`config.mk`:
```
export PLATFORM = sky130hd
export DESIGN_NAME = mem_responder
export DESIGN_NICKNAME = d
export VERILOG_FILES = /design/src/rtl/mem_responder.sv
export SDC_FILE = /design/constraint.sdc
export NUM_CORES = 1
export LEC_CHECK = 0
export BUFFER_PORTS_ARGS = -buffer_cell sky130_fd_sc_hd__buf_2
export CORE_MARGIN = 10
export CORE_UTILIZATION = 55
export DETAILED_ROUTE_END_ITERATION = 16
export HOLD_SLACK_MARGIN = 0.08
export PLACE_DENSITY_LB_ADDON = 0.1
export SLEW_MARGIN = 20
export SYNTH_ARGS = -nofsm -noshare
export SYNTH_HDL_FRONTEND = slang
export SYNTH_SLANG_ARGS = --single-unit
```
`constraint.sdc`:
```
create_clock -name clk -period 2.7 [get_ports clk]
set_input_delay 0.54 -clock clk [delete_from_list [all_inputs] [get_ports clk]]
set_output_delay 0.54 -clock clk [all_outputs]
set_load 0.01 [all_outputs]
```
`src/rtl/mem_responder.sv`:
```
// Memory-side responder for the VeriRISC controller.
// Single-cycle writes, fixed-latency reads, busy indication and a sticky protocol-error flag.
module mem_responder #(
  parameter int unsigned ADDR_W = 5,
  parameter int unsigned DATA_W = 8,
  parameter int unsigned RD_LAT = 2   // legal range 1..15
) (
  input  logic              clk,
  input  logic              rst_,
  input  logic [ADDR_W-1:0] addr,
  input  logic [DATA_W-1:0] data_in,
  input  logic              mem_rd,
  input  logic              mem_wr,
  output logic [DATA_W-1:0] data_out,
  output logic              data_valid,
  output logic              busy,
  output logic              err
);

  localparam int unsigned DEPTH = 1 << ADDR_W;
  localparam int unsigned CNT_W = 4;

  typedef enum logic [1:0] {
    IDLE    = 2'd0,
    RD_WAIT = 2'd1,
    RD_HOLD = 2'd2
  } state_t;

  state_t              state, state_d;
  logic [CNT_W-1:0]    cnt, cnt_d;
  logic [ADDR_W-1:0]   addr_q, addr_d;
  logic [DATA_W-1:0]   data_out_d;
  logic                data_valid_d;
  logic                busy_d;
  logic                err_d;
  logic                we_c;

  logic [DATA_W-1:0]   mem [DEPTH];

  // Storage array: not reset, so contents survive rst_.
  always_ff @(posedge clk) begin
    if (we_c) begin
      mem[addr] <= data_in;
    end
  end

  // State, latency counter, captured address and registered outputs.
  always_ff @(posedge clk or negedge rst_) begin
    if (!rst_) begin
      state      <= IDLE;
      cnt        <= '0;
      addr_q     <= '0;
      data_out   <= '0;
      data_valid <= 1'b0;
      busy       <= 1'b0;
      err        <= 1'b0;
    end else begin
      state      <= state_d;
      cnt        <= cnt_d;
      addr_q     <= addr_d;
      data_out   <= data_out_d;
      data_valid <= data_valid_d;
      busy       <= busy_d;
      err        <= err_d;
    end
  end

  // Next-state and next-output logic.
  always_comb begin
    state_d      = state;
    cnt_d        = cnt;
    addr_d       = addr_q;
    data_out_d   = data_out;
    data_valid_d = 1'b0;
    busy_d       = 1'b0;
    err_d        = err;
    we_c         = 1'b0;

    case (state)
      IDLE: begin
        if (mem_rd) begin
          // Read wins a simultaneous write; the write is dropped and flagged.
          state_d = RD_WAIT;
          addr_d  = addr;
          cnt_d   = CNT_W'(RD_LAT - 1);
          busy_d  = 1'b1;
          if (mem_wr) begin
            err_d = 1'b1;
          end
        end else if (mem_wr) begin
          we_c = 1'b1;
        end
      end

      RD_WAIT: begin
        busy_d = 1'b1;
        if (mem_wr) begin
          err_d = 1'b1;
        end
        if (cnt == '0) begin
          state_d      = RD_HOLD;
          data_out_d   = mem[addr_q];
          data_valid_d = 1'b1;
          busy_d       = 1'b0;
        end else begin
          cnt_d = cnt - CNT_W'(1);
        end
      end

      RD_HOLD: begin
        // A held mem_rd parks here; a new read needs mem_rd low first.
        if (mem_rd) begin
          if (mem_wr) begin
            err_d = 1'b1;
          end
        end else begin
          state_d = IDLE;
          we_c    = mem_wr;
        end
      end

      default: begin
        state_d = IDLE;
      end
    endcase
  end

endmodule

```
==> flow_summary_export.csv <==
group,metric,value,unit
final_layout,area_delta_synth_final,13.1,%
logic_synthesis,synth_cell_type_count,36,
sta,worst_pin_slew,926,ps
detailed_routing,avgRoutedWirePerCell,23.6,um
logic_synthesis,synth_warnings,0,
worst_hold_path,hold_end,"err",
power_and_ir_drop,combinationalPowerShare,28.6,%
sta,grt_setup_unrepaired,"false",
job,cap_violations,0,
setup_path,worstRegToRegCells,5,
final_layout,layout.nets,716,
setup_path,ff2ff_setup_slack,340,ps
clocking,clock_tree.buffer_depth,3,
setup_path,crit_required,3120,ps
power_and_ir_drop,finalPower,0.0121,W
detailed_routing,vias,5832,
setup_path,start_kind,"flop",
worst_hold_path,min_path_cells,3,
setup_path,timing.rr.start,"addr_q[2]",
detailed_routing,drtIter0Drc,494,
logic_synthesis,ys.flop_type,"edfxtp_1",
setup_path,path_max_fanout,19,
die,core_area,19700,um2
worst_hold_path,min_from,"mem_wr",
grt,antenna_found_initial,0,
clocking,clk_pin_slew,60,ps
logic_synthesis,netlist_area,11100,um2
die,die_y,162,um
sta,clock-skew-final,9.26,ps
power_and_ir_drop,p_seq_share,41.6,%
die,dieArea,26300,um2
place,place_congestion,0.819,
detailed_routing,drt_pass1_iterations,5,
detailed_routing,vias_per_cell,5.92,
clocking,cts_tree,"yes",
sta,tns,0,ps
power_and_ir_drop,power_density,964,nW/um2
place,hpwl,14700,um
power_and_ir_drop,switching_power,0.00368,W
logic_synthesis,synth_nets,655,
logic_synthesis,synth_edf_count,256,
logic_synthesis,yosysSeqAreaShare,74.2,%
logic_synthesis,syn_area_per_cell,17.4,um2
die,initial_core_util,56.5,%
detailed_routing,drc,0,
clocking,clock_latency,530,ps
worst_hold_path,hold_class,"in -> reg",
power_and_ir_drop,intPower,0.00841,W
setup_path,crit_type,"reg -> reg",
die,io_pins,28,
sta,final.period_utilization,87.3,%
sta,hold_slack,284,ps
clocking,cts-buffers-inserted,28,
detailed_routing,ant_nets,0,
final_layout,insertedDiodeCount,0,
grt,grt_pass1_vias,5895,
logic_synthesis,async_reset_ff_share,7.91,%
sta,hold_violations,0,
sta,setup-violations-final,0,
grt,grt_pass1_wl,35600,um
logic_synthesis,synth_cells,637,
power_and_ir_drop,ir_worst_vdd,747,uV
detailed_routing,routed_wl,23300,um
setup_path,r2r-end,"data_out[1]",
grt,overflow,0,
place,port-buffer-count,27,
die,die_w,162,um
final_layout,fillers,1447,
clocking,clockRootBuffer,"clkbuf_16",
sta,drv_slew,0,
sta,finalCriticalPeriod,2360,ps
sta,fmax,0.424,GHz
final_layout,drive_above_1_share,18.8,%
power_and_ir_drop,power_leakage,4.49,nW
setup_path,cp-end-kind,"flop",
status,outcome,"complete, no violations",
power_and_ir_drop,switching_share,30.5,%
clocking,cts.sinks,278,
logic_synthesis,ys_ff_latch,278,
grt,track_usage,17.8,%
setup_path,critPathLaunch,"addr_q[2]",
sta,slew_headroom,38.2,%
power_and_ir_drop,p_clk_share,29.8,%
clocking,cts_max_level,1,
grt,grt_max_degree,53,
setup_path,critPathArrivalTime,2780,ps
die,row_count,51,
==> worst max-delay path, cell delays in order (launching register included) <==
cell and delay [ps]:
dfrtp_1 420, and2_1 480, a22o_1 360, a221oi_1 400
o22ai_1 230, o41ai_2 360
==> how the worst max path moves through the flow <==
stage	slack, ps	cells after the start	end
finish	340	5	data_out[1]
detailed placement	310	5	data_out[1]
floorplan	680	3	mem[18][0]
global placement	460	5	data_out[0]
global route	240	5	data_out[1]
CTS	320	5	data_out[1]
==> placed cells by master, fill, tap and decap left out, drive strengths merged <==
| master | n |
|---|---|
| a21oi | 17 |
| a221oi | 16 |
| a22o | 16 |
| a22oi | 32 |
| and2 | 1 |
| buf | 68 |
| bufinv | 1 |
| clkbuf | 39 |
| clkinv | 10 |
| clkinvlp | 2 |
| dfrtp | 22 |
| dlygate4sd3 | 1 |
| edfxtp | 256 |
| ha | 1 |
| inv | 3 |
| mux2 | 6 |
| mux2i | 128 |
| nand2 | 18 |
| nand2b | 6 |
| nand3 | 1 |
| nand3b | 3 |
| nor2 | 40 |
| nor2b | 5 |
| nor3 | 1 |
| nor3b | 1 |
| nor4b | 1 |
| nor4bb | 1 |
| o21ai | 1 |
| o22ai | 8 |
| o41ai | 8 |
| or2 | 3 |
| or3 | 1 |
| or3b | 1 |
| xor2 | 2 |
==> area by class of cell <==
| type | instances | area [um2] | area share, % |
|---|---|---|---|
| inverter | 3 | 11.3 | 0.0897 |
| timing repair buffer | 69 | 490 | 3.91 |
| clock buffer | 39 | 783 | 6.24 |
| sequential | 278 | 8240 | 65.7 |
| multi-input combinational | 318 | 2610 | 20.8 |
| tap | 265 | 332 | 2.64 |
| clock inverter | 13 | 87.6 | 0.698 |
==> registers in the layout, summed over array words and instances, names as in the netlist <==
name	flops
data_out	8
state	2
cnt	4
mem	256
data_valid	1
busy	1
err	1
addr_q	5
==> synthesized netlist by cell type, types with 5 or more instances <==
library cell	number	area [um2]
o22ai_1	8	50.1
dfrtp_1	22	551
a221oi_2	7	105
edfxtp_1	256	7690
nand2b_1	6	37.5
a221oi_1	9	78.8
a22oi_1	32	240
mux2i_1	128	1280
clkbuf_1	17	63.8
o41ai_2	8	130
buf_4	7	52.6
a21oi_1	17	85.1
nor2b_1	5	31.3
nand2_1	18	67.6
mux2_2	6	67.6
buf_6	7	78.8
nor2_1	40	150
a22o_1	16	140
==> through the flow <==
stage	instance area [um2]	utilization [%]	setup slack (ps)	cells
finish	12600	63.9	342	985
global route	12600	63.9	241	985
CTS	12600	63.9	321	985
detailed placement	11700	59.4	312	932
global placement	11700	59.4	458	932
floorplan	11100	-	682	637
==> routing by layer <==
| layer | track usage (%) | part of all wire, % | wire length (um) |
|---|---|---|---|
| met5 | 0 | 0 | 0 |
| met4 | 4.63 | 1.8 | 413 |
| met3 | 3.01 | 7.0 | 1630 |
| met2 | 28.7 | 49 | 11300 |
| met1 | 24.5 | 43 | 9900 |
==> power groups by stage <==
stage	logic [W]	registers [W]	clock network [W]
2_1_floorplan	0.00261	0.00509	0
3_3_place_gp	0.00338	0.00511	0
3_5_place_dp	0.00346	0.00512	0
4_1_cts	0.00347	0.00503	0.00368
5_1_grt	0.00369	0.00505	0.00387
6_report	0.00345	0.00503	0.00361
==> cells by family (layout without fill, tap and decap cells) <==
logic type / Yosys count / count (layout) / share of synthesized area, %
XOR/XNOR: 2 / 2 / 0.158
AND/OR/NAND/NOR: 83 / 83 / 3.47
adder cells (fa/ha/maj): 1 / 1 / 0.113
flip-flops: 278 / 278 / 74.2
AO/OA/AOI/OAI: 98 / 98 / 7.52
buffers and inverters: 41 / 124 / 2.37
multiplexers: 134 / 134 / 12.2
==> what timing repair did <==
action / CTS / global route
endpoints found under the hold margin: 22 / 0
hold buffers: 1 / 0
gates resized for setup: 0 / 0
buffers inserted: 0 / 0
Power figures use the tool's default switching activity.
